$ cat src/rtl/fighter_pkg.sv
`default_nettype none
// ============================================================================
// Module  : fighter_pkg
// Brief   : State codes and body/attack box geometry shared by fighter_ctrl.
// Revision: 2.0 - second generation fighter controller
// ============================================================================
package fighter_pkg;

  typedef enum logic [3:0] {
    ST_IDLE        = 4'd0,
    ST_FWD         = 4'd1,
    ST_BACK        = 4'd2,
    ST_ATK_START   = 4'd3,
    ST_ATK_ACTIVE  = 4'd4,
    ST_ATK_RECOVER = 4'd5,
    ST_HITSTUN     = 4'd6,
    ST_BLOCKSTUN   = 4'd7
  } state_t;

  // Box offsets relative to posx / POS_Y.
  localparam int c_BODY_X1_OFS  = 37;
  localparam int c_BODY_X2_OFS  = 86;
  localparam int c_HIT_FAR_OFS  = 113;
  localparam int c_HIT_NEAR_OFS = 10;
  localparam int c_HIT_Y1_OFS   = 24;
  localparam int c_HIT_Y2_OFS   = 57;
  localparam int c_BODY_H       = 150;

  localparam int PUSHBACK = 6;

  function automatic logic is_stun(input state_t s);
    return (s == ST_HITSTUN) || (s == ST_BLOCKSTUN);
  endfunction

endpackage
`default_nettype wire

$ cat src/rtl/fighter_ctrl_if.sv
`default_nettype none
// ============================================================================
// Module  : fighter_ctrl_if
// Brief   : Player controls in, position/state/collision boxes out.
// Revision: 2.0 - second generation fighter controller
// ============================================================================
interface fighter_ctrl_if #(
  parameter int POS_W = 10
);
  logic             i_frame_tick;
  logic             i_left;
  logic             i_right;
  logic             i_attack;
  logic             i_hit_in;
  logic [POS_W-1:0] o_posx;
  logic [POS_W-1:0] o_posy;
  logic [3:0]       o_state;
  logic             o_hit_taken;
  logic             o_blocked;
  logic             o_hitbox_valid;
  logic [POS_W-1:0] o_hitbox_x1;
  logic [POS_W-1:0] o_hitbox_x2;
  logic [POS_W-1:0] o_hitbox_y1;
  logic [POS_W-1:0] o_hitbox_y2;
  logic [POS_W-1:0] o_hurtbox_x1;
  logic [POS_W-1:0] o_hurtbox_x2;
  logic [POS_W-1:0] o_hurtbox_y1;
  logic [POS_W-1:0] o_hurtbox_y2;

  modport master (
    output i_frame_tick, i_left, i_right, i_attack, i_hit_in,
    input  o_posx, o_posy, o_state, o_hit_taken, o_blocked, o_hitbox_valid,
    input  o_hitbox_x1, o_hitbox_x2, o_hitbox_y1, o_hitbox_y2,
    input  o_hurtbox_x1, o_hurtbox_x2, o_hurtbox_y1, o_hurtbox_y2
  );

  modport slave (
    input  i_frame_tick, i_left, i_right, i_attack, i_hit_in,
    output o_posx, o_posy, o_state, o_hit_taken, o_blocked, o_hitbox_valid,
    output o_hitbox_x1, o_hitbox_x2, o_hitbox_y1, o_hitbox_y2,
    output o_hurtbox_x1, o_hurtbox_x2, o_hurtbox_y1, o_hurtbox_y2
  );
endinterface
`default_nettype wire

$ cat src/rtl/fighter_ctrl_frame_counter.sv
`default_nettype none
// ============================================================================
// Module  : frame_counter
// Brief   : Frames-in-state counter; clears or advances on tick, saturates.
// Revision: 2.0 - second generation fighter controller
// ============================================================================
module frame_counter #(
  parameter int CNT_W = 8
) (
  input  logic             clk,
  input  logic             rst,
  input  logic             i_tick,
  input  logic             i_clr,
  output logic [CNT_W-1:0] o_cnt
);

  logic [CNT_W-1:0] r_cnt;

  always_ff @(posedge clk or posedge rst) begin
    if (rst) begin
      r_cnt <= '0;
    end else if (i_tick) begin
      if (i_clr) begin
        r_cnt <= '0;
      end else if (r_cnt != '1) begin
        r_cnt <= r_cnt + CNT_W'(1);
      end
    end
  end

  assign o_cnt = r_cnt;

endmodule
`default_nettype wire

$ cat src/rtl/fighter_ctrl.sv
`default_nettype none
// ============================================================================
// Module  : fighter_ctrl
// Brief   : Frame-paced player FSM (walk, 3-phase attack, hit/block stun)
//           with saturated X position and collision boxes.
//           Option macro PUSHBACK_EN: stun frames push the player away.
// Revision: 2.0 - second generation fighter controller
// ============================================================================
module fighter_ctrl
  import fighter_pkg::*;
#(
  parameter int SIDE         = 0,
  parameter int POS_W        = 10,
  parameter int SPEED        = 15,
  parameter int X_MIN        = 50,
  parameter int X_MAX        = 490,
  parameter int START_X0     = 210,
  parameter int START_X1     = 420,
  parameter int POS_Y        = 170,
  parameter int ATK_STARTUP  = 5,
  parameter int ATK_ACTIVE   = 2,
  parameter int ATK_RECOVERY = 16,
  parameter int STUN_FRAMES  = 12,
  parameter int CNT_W        = 8
) (
  input  logic          clk,
  input  logic          rst,
  fighter_ctrl_if.slave bus
);

  localparam logic [POS_W-1:0] c_START_X =
    (SIDE == 0) ? POS_W'(START_X0) : POS_W'(START_X1);
  localparam logic [POS_W-1:0] c_X_MIN = POS_W'(X_MIN);
  localparam logic [POS_W-1:0] c_X_MAX = POS_W'(X_MAX);
  localparam logic signed [POS_W:0] c_X_MIN_S = (POS_W+1)'(X_MIN);
  localparam logic signed [POS_W:0] c_X_MAX_S = (POS_W+1)'(X_MAX);
  localparam int c_FWD_I = (SIDE == 0) ? SPEED : -SPEED;
  localparam logic signed [POS_W:0] c_FWD_STEP = (POS_W+1)'(c_FWD_I);
`ifdef PUSHBACK_EN
  localparam int c_PUSH_I = (SIDE == 0) ? -PUSHBACK : PUSHBACK;
  localparam logic signed [POS_W:0] c_PUSH_STEP = (POS_W+1)'(c_PUSH_I);
`endif
  localparam logic [CNT_W-1:0] c_STARTUP_LAST = CNT_W'(ATK_STARTUP - 1);
  localparam logic [CNT_W-1:0] c_ACTIVE_LAST  = CNT_W'(ATK_ACTIVE - 1);
  localparam logic [CNT_W-1:0] c_RECOVER_LAST = CNT_W'(ATK_RECOVERY - 1);
  localparam logic [CNT_W-1:0] c_STUN_LAST    = CNT_W'(STUN_FRAMES - 1);

  state_t                  r_state;
  state_t                  w_next;
  logic                    w_reenter;
  logic                    w_enter;
  logic                    w_toward;
  logic                    w_away;
  logic [CNT_W-1:0]        w_cnt;
  logic [POS_W-1:0]        r_posx;
  logic [POS_W-1:0]        w_posx_next;
  logic signed [POS_W:0]   w_delta;
  logic signed [POS_W:0]   w_sum;
  logic                    r_hit_taken;
  logic                    r_blocked;

  assign w_toward = (SIDE == 0) ? bus.i_right : bus.i_left;
  assign w_away   = (SIDE == 0) ? bus.i_left  : bus.i_right;

  frame_counter #(
    .CNT_W (CNT_W)
  ) u_frame_counter (
    .clk    (clk),
    .rst    (rst),
    .i_tick (bus.i_frame_tick),
    .i_clr  (w_enter),
    .o_cnt  (w_cnt)
  );

  always_comb begin
    w_next    = r_state;
    w_reenter = 1'b0;
    case (r_state)
      ST_IDLE, ST_FWD, ST_BACK: begin
        if (bus.i_hit_in) begin
          w_next = (r_state == ST_BACK) ? ST_BLOCKSTUN : ST_HITSTUN;
        end else if (bus.i_attack) begin
          w_next = ST_ATK_START;
        end else if (bus.i_left && bus.i_right) begin
          w_next = ST_BACK;
        end else if (w_toward) begin
          w_next = ST_FWD;
        end else if (w_away) begin
          w_next = ST_BACK;
        end else begin
          w_next = ST_IDLE;
        end
      end
      ST_ATK_START: begin
        if (bus.i_hit_in)                 w_next = ST_HITSTUN;
        else if (w_cnt == c_STARTUP_LAST) w_next = ST_ATK_ACTIVE;
      end
      ST_ATK_ACTIVE: begin
        if (bus.i_hit_in)                w_next = ST_HITSTUN;
        else if (w_cnt == c_ACTIVE_LAST) w_next = ST_ATK_RECOVER;
      end
      ST_ATK_RECOVER: begin
        if (bus.i_hit_in)                 w_next = ST_HITSTUN;
        else if (w_cnt == c_RECOVER_LAST) w_next = ST_IDLE;
      end
      ST_HITSTUN, ST_BLOCKSTUN: begin
        // A fresh hit restarts the same stun rather than stacking.
        if (bus.i_hit_in)              w_reenter = 1'b1;
        else if (w_cnt == c_STUN_LAST) w_next = ST_IDLE;
      end
      default: w_next = ST_IDLE;
    endcase
  end

  assign w_enter = (w_next != r_state) || w_reenter;

  always_comb begin
    w_delta = '0;
    case (r_state)
      ST_FWD:  w_delta = c_FWD_STEP;
      ST_BACK: w_delta = -c_FWD_STEP;
      default: w_delta = '0;
    endcase
`ifdef PUSHBACK_EN
    if (is_stun(r_state)) w_delta = c_PUSH_STEP;
`endif
    w_sum = $signed({1'b0, r_posx}) + w_delta;
    if (w_sum < c_X_MIN_S) begin
      w_posx_next = c_X_MIN;
    end else if (w_sum > c_X_MAX_S) begin
      w_posx_next = c_X_MAX;
    end else begin
      w_posx_next = w_sum[POS_W-1:0];
    end
  end

  always_ff @(posedge clk or posedge rst) begin
    if (rst) begin
      r_state     <= ST_IDLE;
      r_posx      <= c_START_X;
      r_hit_taken <= 1'b0;
      r_blocked   <= 1'b0;
    end else begin
      r_hit_taken <= bus.i_frame_tick && w_enter && (w_next == ST_HITSTUN);
      r_blocked   <= bus.i_frame_tick && w_enter && (w_next == ST_BLOCKSTUN);
      if (bus.i_frame_tick) begin
        r_state <= w_next;
        r_posx  <= w_posx_next;
      end
    end
  end

  assign bus.o_posx         = r_posx;
  assign bus.o_posy         = POS_W'(POS_Y);
  assign bus.o_state        = r_state;
  assign bus.o_hit_taken    = r_hit_taken;
  assign bus.o_blocked      = r_blocked;
  assign bus.o_hitbox_valid = (r_state == ST_ATK_ACTIVE);

  assign bus.o_hurtbox_x1 = r_posx + POS_W'(c_BODY_X1_OFS);
  assign bus.o_hurtbox_x2 = r_posx + POS_W'(c_BODY_X2_OFS);
  assign bus.o_hurtbox_y1 = POS_W'(POS_Y);
  assign bus.o_hurtbox_y2 = POS_W'(POS_Y + c_BODY_H);
  assign bus.o_hitbox_y1  = POS_W'(POS_Y + c_HIT_Y1_OFS);
  assign bus.o_hitbox_y2  = POS_W'(POS_Y + c_HIT_Y2_OFS);

  generate
    if (SIDE == 0) begin : g_hit_faces_right
      assign bus.o_hitbox_x1 = r_posx + POS_W'(c_BODY_X1_OFS);
      assign bus.o_hitbox_x2 = r_posx + POS_W'(c_HIT_FAR_OFS);
    end else begin : g_hit_faces_left
      assign bus.o_hitbox_x1 = r_posx + POS_W'(c_HIT_NEAR_OFS);
      assign bus.o_hitbox_x2 = r_posx + POS_W'(c_BODY_X2_OFS);
    end
  endgenerate

endmodule
`default_nettype wire
$ cat src/flat_wrapper.sv
// flat-port wrapper written by rule: the top's interface ports become plain ports
module fighter_ctrl_flat import fighter_pkg::*;
#(
  parameter int SIDE         = 0,
  parameter int POS_W        = 10,
  parameter int SPEED        = 15,
  parameter int X_MIN        = 50,
  parameter int X_MAX        = 490,
  parameter int START_X0     = 210,
  parameter int START_X1     = 420,
  parameter int POS_Y        = 170,
  parameter int ATK_STARTUP  = 5,
  parameter int ATK_ACTIVE   = 2,
  parameter int ATK_RECOVERY = 16,
  parameter int STUN_FRAMES  = 12,
  parameter int CNT_W        = 8
)
  (clk, rst, bus_i_frame_tick, bus_i_left, bus_i_right, bus_i_attack, bus_i_hit_in, bus_o_posx, bus_o_posy, bus_o_state, bus_o_hit_taken, bus_o_blocked, bus_o_hitbox_valid, bus_o_hitbox_x1, bus_o_hitbox_x2, bus_o_hitbox_y1, bus_o_hitbox_y2, bus_o_hurtbox_x1, bus_o_hurtbox_x2, bus_o_hurtbox_y1, bus_o_hurtbox_y2);
  fighter_ctrl_if #(.POS_W(POS_W)) bus_i ();
  input  logic clk;
  input  logic rst;
  input wire logic [$bits(bus_i.i_frame_tick)-1:0] bus_i_frame_tick;
  input wire logic [$bits(bus_i.i_left)-1:0] bus_i_left;
  input wire logic [$bits(bus_i.i_right)-1:0] bus_i_right;
  input wire logic [$bits(bus_i.i_attack)-1:0] bus_i_attack;
  input wire logic [$bits(bus_i.i_hit_in)-1:0] bus_i_hit_in;
  output wire logic [$bits(bus_i.o_posx)-1:0] bus_o_posx;
  output wire logic [$bits(bus_i.o_posy)-1:0] bus_o_posy;
  output wire logic [$bits(bus_i.o_state)-1:0] bus_o_state;
  output wire logic [$bits(bus_i.o_hit_taken)-1:0] bus_o_hit_taken;
  output wire logic [$bits(bus_i.o_blocked)-1:0] bus_o_blocked;
  output wire logic [$bits(bus_i.o_hitbox_valid)-1:0] bus_o_hitbox_valid;
  output wire logic [$bits(bus_i.o_hitbox_x1)-1:0] bus_o_hitbox_x1;
  output wire logic [$bits(bus_i.o_hitbox_x2)-1:0] bus_o_hitbox_x2;
  output wire logic [$bits(bus_i.o_hitbox_y1)-1:0] bus_o_hitbox_y1;
  output wire logic [$bits(bus_i.o_hitbox_y2)-1:0] bus_o_hitbox_y2;
  output wire logic [$bits(bus_i.o_hurtbox_x1)-1:0] bus_o_hurtbox_x1;
  output wire logic [$bits(bus_i.o_hurtbox_x2)-1:0] bus_o_hurtbox_x2;
  output wire logic [$bits(bus_i.o_hurtbox_y1)-1:0] bus_o_hurtbox_y1;
  output wire logic [$bits(bus_i.o_hurtbox_y2)-1:0] bus_o_hurtbox_y2;
  assign bus_i.i_frame_tick = bus_i_frame_tick;
  assign bus_i.i_left = bus_i_left;
  assign bus_i.i_right = bus_i_right;
  assign bus_i.i_attack = bus_i_attack;
  assign bus_i.i_hit_in = bus_i_hit_in;
  assign bus_o_posx = bus_i.o_posx;
  assign bus_o_posy = bus_i.o_posy;
  assign bus_o_state = bus_i.o_state;
  assign bus_o_hit_taken = bus_i.o_hit_taken;
  assign bus_o_blocked = bus_i.o_blocked;
  assign bus_o_hitbox_valid = bus_i.o_hitbox_valid;
  assign bus_o_hitbox_x1 = bus_i.o_hitbox_x1;
  assign bus_o_hitbox_x2 = bus_i.o_hitbox_x2;
  assign bus_o_hitbox_y1 = bus_i.o_hitbox_y1;
  assign bus_o_hitbox_y2 = bus_i.o_hitbox_y2;
  assign bus_o_hurtbox_x1 = bus_i.o_hurtbox_x1;
  assign bus_o_hurtbox_x2 = bus_i.o_hurtbox_x2;
  assign bus_o_hurtbox_y1 = bus_i.o_hurtbox_y1;
  assign bus_o_hurtbox_y2 = bus_i.o_hurtbox_y2;
  fighter_ctrl #(.SIDE(SIDE), .POS_W(POS_W), .SPEED(SPEED), .X_MIN(X_MIN), .X_MAX(X_MAX), .START_X0(START_X0), .START_X1(START_X1), .POS_Y(POS_Y), .ATK_STARTUP(ATK_STARTUP), .ATK_ACTIVE(ATK_ACTIVE), .ATK_RECOVERY(ATK_RECOVERY), .STUN_FRAMES(STUN_FRAMES), .CNT_W(CNT_W)) u_core (.clk(clk), .rst(rst), .bus(bus_i));
endmodule
$ cat config.mk
export PLATFORM = sky130hd
export DESIGN_NAME = fighter_ctrl_flat
export DESIGN_NICKNAME = d
export VERILOG_FILES = /design/src/rtl/fighter_pkg.sv /design/src/rtl/fighter_ctrl_if.sv /design/src/rtl/fighter_ctrl_frame_counter.sv /design/src/rtl/fighter_ctrl.sv /design/src/flat_wrapper.sv
export SDC_FILE = /design/constraint.sdc
export NUM_CORES = 1
export LEC_CHECK = 0
export BUFFER_PORTS_ARGS = -buffer_cell sky130_fd_sc_hd__clkbuf_2
export CAP_MARGIN = 40
export CORE_UTILIZATION = 40
export CTS_CLUSTER_DIAMETER = 30
export DETAILED_ROUTE_END_ITERATION = 10
export PLACE_DENSITY = 0.72
export SYNTH_ARGS = -nofsm -noshare
export SYNTH_HDL_FRONTEND = slang
export SYNTH_SLANG_ARGS = --single-unit
$ cat constraint.sdc
create_clock -name clk -period 3.9 [get_ports clk]
set_clock_uncertainty 0.2 [all_clocks]
set_input_delay 0.78 -clock clk [delete_from_list [all_inputs] [get_ports clk]]
set_output_delay 0.78 -clock clk [all_outputs]
set_load 0.02 [all_outputs]
==> results of run 1 <==
## state kept, by name, indices dropped and copies added (netlist names)
signal and count:
u_core.bus.o_posx 10, u_core.bus.o_hit_taken 1, u_core.bus.o_state 4, u_core.u_frame_counter.o_cnt 8, u_core.bus.o_blocked 1
## placed cells by master (no fill, tap or decap), types with 2 or more instances in the layout
master,synthesis,final
conb_1,2,50
o21ai_1,2,2
nor3b_1,2,2
o31ai_1,3,3
clkbuf_8,0,3
nor2_1,22,22
and3_1,6,6
nand3_1,7,7
o32a_1,2,2
inv_1,20,20
o211ai_1,3,3
nor4b_1,2,2
nand2b_1,6,6
ha_1,15,15
or4_1,2,2
o21ai_0,12,12
o21a_1,4,4
o41ai_1,2,2
or2_2,3,3
o21bai_1,2,2
dfrtp_1,20,20
nor3_1,4,4
and2_1,4,4
a31oi_1,4,4
or3_1,4,4
mux2i_1,4,4
nand3b_1,2,2
clkbuf_2,0,63
xnor2_1,27,27
nor2b_1,3,3
dfstp_2,4,4
nand4_1,3,3
xor2_1,11,11
o32ai_1,2,2
a21oi_1,23,23
buf_4,63,5
nand2_1,19,19
## how the worst max path moves through the flow
stage,endpoint,depth (start not counted),start,slack (ps)
after CTS,u_core.bus.o_posx[5],10,u_core.bus.o_state[2],450
after detailed placement,u_core.bus.o_posx[5],10,u_core.bus.o_state[2],480
after global routing,u_core.bus.o_posx[5],10,u_core.bus.o_state[2],200
final,u_core.bus.o_posx[5],10,u_core.bus.o_state[2],430
after global placement,u_core.bus.o_posx[5],10,u_core.bus.o_state[2],540
after floorplan,u_core.bus.o_posx[5],11,u_core.bus.o_state[3],290
## kinds of logic (layout without fill, tap and decap cells)
family | after synthesis | in the layout
mux | 4 | 4
flops | 24 | 24
compound gates | 78 | 78
other cells | 2 | 50
buf+inv | 101 | 93
xor+xnor | 38 | 38
fa+ha+maj | 15 | 15
simple gates | 97 | 97
## layer usage
layer / vias up / track usage [%] / wire, um / part of all wire [%]
li1: 1210 / - / - / -
met1: 1156 / 22.15 / 2830 / 45
met2: 70 / 31.25 / 3227 / 51
met3: 4 / 2.085 / 245 / 3.9
met4: 0 / 2.235 / 36 / 0.57
met5: - / 0 / 0 / 0
## report_power, final
group	leakage [nW]	switching [mW]	internal, mW
registers	0.302	0.132	0.335
logic	1.18	1.33	0.783
clock network	0.0357	0.0892	0.138
## area by class of cell
class                   count  area [um^2]
flip-flops and latches     24        605.6
repair buffers             69        367.9
fillers                   731         3807
inverters                  20        75.07
clock inverters             1        30.03
well taps                  96        120.1
multi-input cells         282         1859
clock buffers               3        41.29
## stage by stage
| stage | hold slack, ps | area, um^2 | util (%) | std cells | power (mW) |
|---|---|---|---|---|---|
| 2_1_floorplan | 312.2 | 3090 | - | 407 | 2.176 |
| 3_3_place_gp | 335.4 | 3013 | 43.62 | 490 | 2.574 |
| 3_5_place_dp | 368.0 | 3028 | 43.84 | 491 | 2.592 |
| 4_1_cts | 305.9 | 3099 | 44.87 | 495 | 2.825 |
| 5_1_grt | 320.9 | 3099 | 44.87 | 495 | 3.058 |
| 6_report | 280.2 | 3099 | 44.87 | 495 | 2.811 |
==> flow_metrics.tcl, run 1 <==
set metrics [dict create \
    status "complete, no violations" \
    post-route-period-util_pct 89.02 \
    drc 0 \
    drt-total-wl_um 6339 \
    grt_max_degree 24 \
    die_x_um 87.30 \
    grt_first_pass_wirelength_um 10620 \
    finalSetupTns_ps 0 \
    cts_resized 0 \
    port_buffers 63 \
    yosys-top-cells-count "buf_4, xnor2_1, a21oi_1, nor2_1" \
    synth_xor_area_share_pct 11.44 \
    power.density_nw_per_um2 907.0 \
    hpwl_um 4926 \
    n_antenna_cell 0 \
    worstPathRequired_ps 3880 \
    crit_type "register to register" \
    postCtsSetupBuffers 0 \
    relSlewSlack_pct 58.68 \
    setup_slack_ps 428.4 \
    worst_pin_slew_ps 619.8 \
    synthArstFlopShare_pct 100.0 \
    synth_top_area_share_pct 17.20 \
    synth_top_area_cell "dfrtp_1" \
    hold_buffers 0 \
    yosysMostFrequentCell "buf_4" \
    ys_seq_area_share_pct 20.81 \
    crit_buf_inv 0 \
    die_y_um 87.30 \
    cts_buffers 3 \
    finalMaxSlewViolations 0 \
    synth_edf_count 0 \
    routabilityCongestion 0.9007 \
    root_buffer "clkbuf_8" \
    grt_use_total_pct 17.17 \
    wl_per_cell_um 12.81 \
    start_util_pct 42.14 \
    avgSynthCellArea_um2 8.107 \
    core-area_um2 6907 \
    period_minus_slack_ps 3472 \
    maxCapViolations 0 \
    fmax_mhz 288.0 \
    synth_mux_area_share_pct 1.376 \
    path_cells "nor2_1 > and3_1 > ha_1 > or4_1 > a41o_1 > o2111ai_1 > nand2_1 > xnor2_1 > o211ai_4 > o32a_1" \
    path_delay_family "simple AND/OR/NAND/NOR gates" \
    num_vias 2440 \
    slowest_stage "or4_1" \
    ys.flop_type "dfrtp_1" \
    timing.rr.start "u_core.bus.o_state[2]" \
    drtIter0Drc 111 \
    holdCritPathClass "primary input to asynchronous set/reset pin" \
    critPathCaptureType "register" \
    synth_top_family_by_area "buffers and inverters" \
    r2r_cells 10 \
    dp_slack_ps 476.5 \
    p_leak_nw 1.520 \
    routed_via_density 4.929 \
    finalSetupViolCount 0 \
    io_pins 114 \
    ff2ff_setup_slack_ps 430 \
    antenna_found_initial 0 \
    area_growth_pct 6.492 \
    first_pass_iters 5 \
    start_kind "register" \
    grt_pass1_vias 2288 \
    finalHoldViolations 0 \
    cp.arrival_ps 3450 \
    synthTopCellsByArea "dfrtp_1, buf_4, xnor2_1, ha_1, a21oi_1" \
    h-tree-depth 1 \
    clockBufferDepth 2 \
    clock_latency_ps 280 \
    rsz0062_at_grt "false" \
    synth.cell_area_um2 2910 \
    synth.distinct_cells 66 \
    synth_compound_area_share_pct 19.73 \
    yosys_warnings 0 \
    drive_gt1_share_pct 22.56 \
    reg2reg_to "u_core.bus.o_posx[5]" \
    vdd_drop_max_mv 0.2859 \
    critPathMaxFanout 7 \
    synthAdderAreaFrac_pct 6.449 \
    drtAntennaViolNets 0 \
    synth_seq_cells 24 \
    cts_tree "built" \
    die-area_um2 7620 \
    synth_simple_gate_area_share_pct 18.44 \
    rows 30 \
    nets 422 \
    cpPeakStageDelay_ps 590 \
    overflow 0 \
    numClockSinks 24 \
    path_clk_slew_ps 110 \
    synth_cells 359 \
]
No activity file was read; power rests on OpenSTA's default activity.
==> inputs of run 2 (changes only) <==
--- a/config.mk
+++ b/config.mk
@@ -8,8 +8,11 @@
 export BUFFER_PORTS_ARGS = -buffer_cell sky130_fd_sc_hd__clkbuf_2
 export CAP_MARGIN = 40
-export CORE_UTILIZATION = 40
+export CELL_PAD_IN_SITES_DETAIL_PLACEMENT = 1
+export CELL_PAD_IN_SITES_GLOBAL_PLACEMENT = 2
+export CORE_ASPECT_RATIO = 0.5
+export CORE_UTILIZATION = 27
 export CTS_CLUSTER_DIAMETER = 30
 export DETAILED_ROUTE_END_ITERATION = 10
-export PLACE_DENSITY = 0.72
+export PLACE_DENSITY = 0.84
 export SYNTH_ARGS = -nofsm -noshare
 export SYNTH_HDL_FRONTEND = slang
==> constraint.sdc (replaced) <==
create_clock -name clk -period 3.9 [get_ports clk]
set_clock_uncertainty 0.2 [all_clocks]
set_input_delay 0.78 -clock clk [delete_from_list [all_inputs] [get_ports clk]]
set_output_delay 0.78 -clock clk [all_outputs]
set_load 0.005 [all_outputs]
==> flow_metrics.tcl, run 2 (same netlist as run 1, synthesis figures left out) <==
set metrics [dict create \
    cts_buffers 3 \
    crit_type "register to register" \
    nets 423 \
    drtAntennaViolNets 0 \
    stdcell_area_um2 3208 \
    final_common_cell "clkbuf_2" \
    drive_gt1_share_pct 22.75 \
    period_minus_slack_ps 3358 \
    grt_first_pass_wirelength_um 11580 \
    rows 26 \
    path_clk_slew_ps 70 \
    whs_ps 258.7 \
    p_leak_nw 1.547 \
    vdd_drop_max_mv 0.2058 \
    dp_slack_ps 577.9 \
    place_area_um2 3103 \
    switchingPower_mw 1.193 \
    worst_pin_slew_ps 679.8 \
    postCtsSetupBuffers 0 \
    first_pass_iters 4 \
    cp.arrival_ps 3360 \
    finalMaxSlewViolations 0 \
    internal-power_mw 1.328 \
    p_comb_share_pct 69.5 \
    setup_slack_ps 542.3 \
    largest_reg_flops 10 \
    switching_share_pct 47.31 \
    drc 0 \
    grt_use_total_pct 12.76 \
    finalSetupTns_ps 0 \
    routabilityCongestion 0.8509 \
    path_cells "buf_4 > xnor2_1 > nor3_1 > ha_1 > nor3_1 > a221oi_2 > o41ai_1 > xnor2_1 > a311o_1 > o211ai_4 > o32a_1" \
    start_util_pct 28.13 \
    hold_buffers 0 \
    relSlewSlack_pct 54.09 \
    fin_cells 540 \
    root_buffer "clkbuf_16" \
    power.density_nw_per_um2 785.7 \
    port_buffers 63 \
    antenna_found_initial 0 \
    h-tree-depth 1 \
    critPathMaxFanout 18 \
    grt_max_degree 24 \
    place_inst 536 \
    cpPeakStageDelay_ps 590 \
    die_y_um 75.42 \
    num_vias 2482 \
    clock_latency_ps 260 \
    seqCellArea_um2 605.6 \
    critPathCaptureType "register" \
    numClockSinks 24 \
    holdCritPathClass "primary input to asynchronous set/reset pin" \
    io_pins 114 \
    finalHoldViolations 0 \
    start_kind "register" \
    hpwl_um 5652 \
    drt-total-wl_um 7120 \
    worstPathRequired_ps 3900 \
    die_x_um 148.8 \
    post-route-period-util_pct 86.10 \
    multi_input_area_um2 1859 \
    overflow 0 \
    drtIter0Drc 74 \
    n_antenna_cell 0 \
    p_clk_share_pct 11.9 \
    fill_cells 1285 \
    seq_power_share_pct 18.6 \
    cts_tree "built" \
    core-area_um2 10340 \
    fmax_mhz 297.8 \
    layout_common_cells "clkbuf_2, conb_1, xnor2_1, a21oi_1, nor2_1" \
    slowest_stage "o41ai_1" \
    grt_pass1_vias 2275 \
    die-area_um2 11220 \
    maxCapViolations 0 \
    status "complete, no violations" \
    clockBufferDepth 2 \
    rsz0062_at_grt "false" \
    routed_via_density 4.596 \
    cts_resized 0 \
    area_growth_pct 10.23 \
    wl_per_cell_um 13.19 \
    finalSetupViolCount 0 \
]
-- run 2: cell count changes in the layout (fill, tap and decap cells not counted), sizes merged --
cell  change
buf       +1
-- run 2: layout make-up --
cell class	instances	area share (%)
Inverter	20	2.340
Multi-Input combinational cell	282	57.96
Sequential cell	24	18.88
Timing Repair Buffer	70	12.09
Tap cell	140	5.460
Clock inverter	1	0.9360
Clock buffer	3	2.340
-- run 2: worst max-delay path, delay by kind of cell (launching register included) --
kind                     cells  cell delay (ps)
AO/OA/AOI/OAI                5             1590
flip-flops                   1              400
XOR/XNOR                     2              360
AND/OR/NAND/NOR              2              330
adder cells (fa/ha/maj)      1              220
buffers and inverters        1              200
-- run 2: path summary, 6_finish.rpt --
kind | from | to | slack, ps | cells after the start
max | u_core.bus.o_state[1] | u_core.bus.o_posx[1] | 540 | 11
min | rst | u_core.u_frame_counter.o_cnt[4] | 260 | 2
max reg2reg | u_core.bus.o_state[1] | u_core.bus.o_posx[1] | 540 | 11
min reg2reg | u_core.u_frame_counter.o_cnt[6] | u_core.u_frame_counter.o_cnt[6] | 360 | 2
max in group asynchronous | rst | u_core.bus.o_posx[4] | 2750 | 3
min in group clk | u_core.u_frame_counter.o_cnt[6] | u_core.u_frame_counter.o_cnt[6] | 360 | 2
-- run 2: metrics by stage --
| stage | utilization [%] | total power, mW |
|---|---|---|
| final | 31.01 | 2.521 |
| after global routing | 31.01 | 2.770 |
| after CTS | 31.01 | 2.550 |
| after detailed placement | 30.00 | 2.233 |
| after global placement | 29.73 | 2.218 |
| after floorplan | - | 1.767 |
-- run 2: routing by layer --
| layer | GRT usage (%) | up-vias | share of wire, % |
|---|---|---|---|
| met5 | 0 | - | 0 |
| met4 | 2.154 | 0 | 0 |
| met1 | 16.15 | 1205 | 46 |
| met3 | 2.036 | 0 | 4.2 |
| li1 | - | 1210 | - |
| met2 | 23.62 | 67 | 49 |
-- run 2: power groups by stage --
stage	clock (mW)	combinational, mW	sequential, mW
finish	0.300	1.75	0.469
CTS	0.308	1.77	0.472
detailed placement	0	1.76	0.477
floorplan	0	1.35	0.414
global route	0.321	1.96	0.487
global placement	0	1.74	0.474
==> inputs of run 3 (changes only) <==
==> constraint.sdc (replaced) <==
create_clock -name clk -period 3.9 [get_ports clk]
set_clock_uncertainty 0.2 [all_clocks]
set_input_delay 0.585 -clock clk [delete_from_list [all_inputs] [get_ports clk]]
set_output_delay 0.585 -clock clk [all_outputs]
set_load 0.005 [all_outputs]
==> flow_metrics.tcl, run 3 (same netlist as run 1, synthesis figures left out) <==
set metrics [dict create \
    status "complete, no violations" \
    numClockSinks 24 \
    cts_resized 0 \
    grt_first_pass_wirelength_um 11560 \
    largest_reg_flops 10 \
    reg2reg_to "u_core.bus.o_posx[5]" \
    die-area_um2 11220 \
    start_kind "register" \
    drtIter0Drc 85 \
    p_leak_nw 1.535 \
    period_minus_slack_ps 3359 \
    finalHoldViolations 0 \
    h-tree-depth 1 \
    num_vias 2451 \
    ff2ff_setup_slack_ps 540 \
    final_common_cell "clkbuf_2" \
    area_growth_pct 9.415 \
    holdCritPathClass "primary input to asynchronous set/reset pin" \
    fin_cells 539 \
    nets 422 \
    crit_buf_inv 0 \
    vdd_drop_max_mv 0.1916 \
    routed_via_density 4.547 \
    first_pass_iters 4 \
    worst_pin_slew_ps 635.9 \
    wl_per_cell_um 13.07 \
    grt_max_degree 24 \
    routabilityCongestion 0.8366 \
    hpwl_um 5651 \
    cts_tree "built" \
    path_clk_slew_ps 70 \
    cpPeakStageDelay_ps 580 \
    path_delay_family "simple AND/OR/NAND/NOR gates" \
    power.density_nw_per_um2 771.8 \
    clockBufferDepth 2 \
    drt-total-wl_um 7043 \
    drc 0 \
    place_inst 535 \
    grt_pass1_vias 2275 \
    root_buffer "clkbuf_16" \
    worstPathRequired_ps 3840 \
    start_util_pct 28.13 \
    maxCapViolations 0 \
    rows 26 \
    r2r_cells 10 \
    drive_gt1_share_pct 22.56 \
    slowest_stage "or4_1" \
    path_cells "nor2_1 > and3_1 > ha_1 > or4_1 > a41o_1 > o2111ai_1 > nand2_1 > xnor2_1 > o211ai_4 > o32a_1" \
    timing.rr.start "u_core.bus.o_state[2]" \
    die_x_um 148.8 \
    overflow 0 \
    io_pins 114 \
    fmax_mhz 297.7 \
    postCtsSetupBuffers 0 \
    post-route-period-util_pct 86.13 \
    critPathMaxFanout 7 \
    rsz0062_at_grt "false" \
    core-area_um2 10340 \
    port_buffers 63 \
    stdcell_area_um2 3184 \
    hold_buffers 0 \
    n_antenna_cell 0 \
    cts_buffers 3 \
    antenna_found_initial 0 \
    drtAntennaViolNets 0 \
    final_util_pct 30.78 \
    finalSetupTns_ps 0 \
    die_y_um 75.42 \
    clock_latency_ps 260 \
    relSlewSlack_pct 57.60 \
    critPathCaptureType "register" \
    cp.arrival_ps 3300 \
    place_area_um2 3095 \
    finalSetupViolCount 0 \
    crit_type "register to register" \
    finalMaxSlewViolations 0 \
    layout_common_cells "clkbuf_2, conb_1, xnor2_1, a21oi_1, nor2_1" \
    grt_use_total_pct 12.85 \
]
run 3: area by class of cell:
cell class / count / area (um^2)
Timing Repair Buffer: 69 / 380.4
Fill cell: 1302 / 7161
Clock buffer: 4 / 88.84
Tap cell: 140 / 175.2
Sequential cell: 24 / 605.6
Inverter: 20 / 75.07
Multi-Input combinational cell: 282 / 1859
run 3: stage by stage:
stage | setup WS (ps) | hold slack (ps) | total power [mW]
floorplan | 403.0 | 312.2 | 1.767
global placement | 608.0 | 338.9 | 2.210
finish | 540.9 | 60.31 | 2.458
CTS | 512.3 | 69.72 | 2.499
detailed placement | 557.7 | 352.1 | 2.236
global route | 269.7 | 79.57 | 2.705
run 3: layer usage:
layer,GRT usage (%),wire [um],up-vias
met1,16.88,3342,1165
met4,1.701,36,0
met5,0,0,-
li1,-,-,1219
met3,1.916,272,4
met2,23.26,3391,63
run 3: worst max-delay path by stage:
stage,cells after the start,startpoint,endpoint
floorplan,11,u_core.bus.o_state[3],u_core.bus.o_posx[5]
global placement,11,u_core.bus.o_state[1],u_core.bus.o_posx[2]
detailed placement,10,u_core.bus.o_state[2],u_core.bus.o_posx[5]
CTS,11,u_core.bus.o_state[0],u_core.bus.o_posx[0]
global route,11,u_core.bus.o_state[0],u_core.bus.o_posx[2]
finish,10,u_core.bus.o_state[2],u_core.bus.o_posx[5]
run 3: where the power goes:
group / total [mW] / leakage, nW / switching (mW) / internal [mW]
registers: 0.489 / 0.302 / 0.154 / 0.336
clock network: 0.251 / 0.0442 / 0.0935 / 0.157
logic: 1.72 / 1.19 / 0.937 / 0.780
total: 2.46 / 1.53 / 1.18 / 1.27
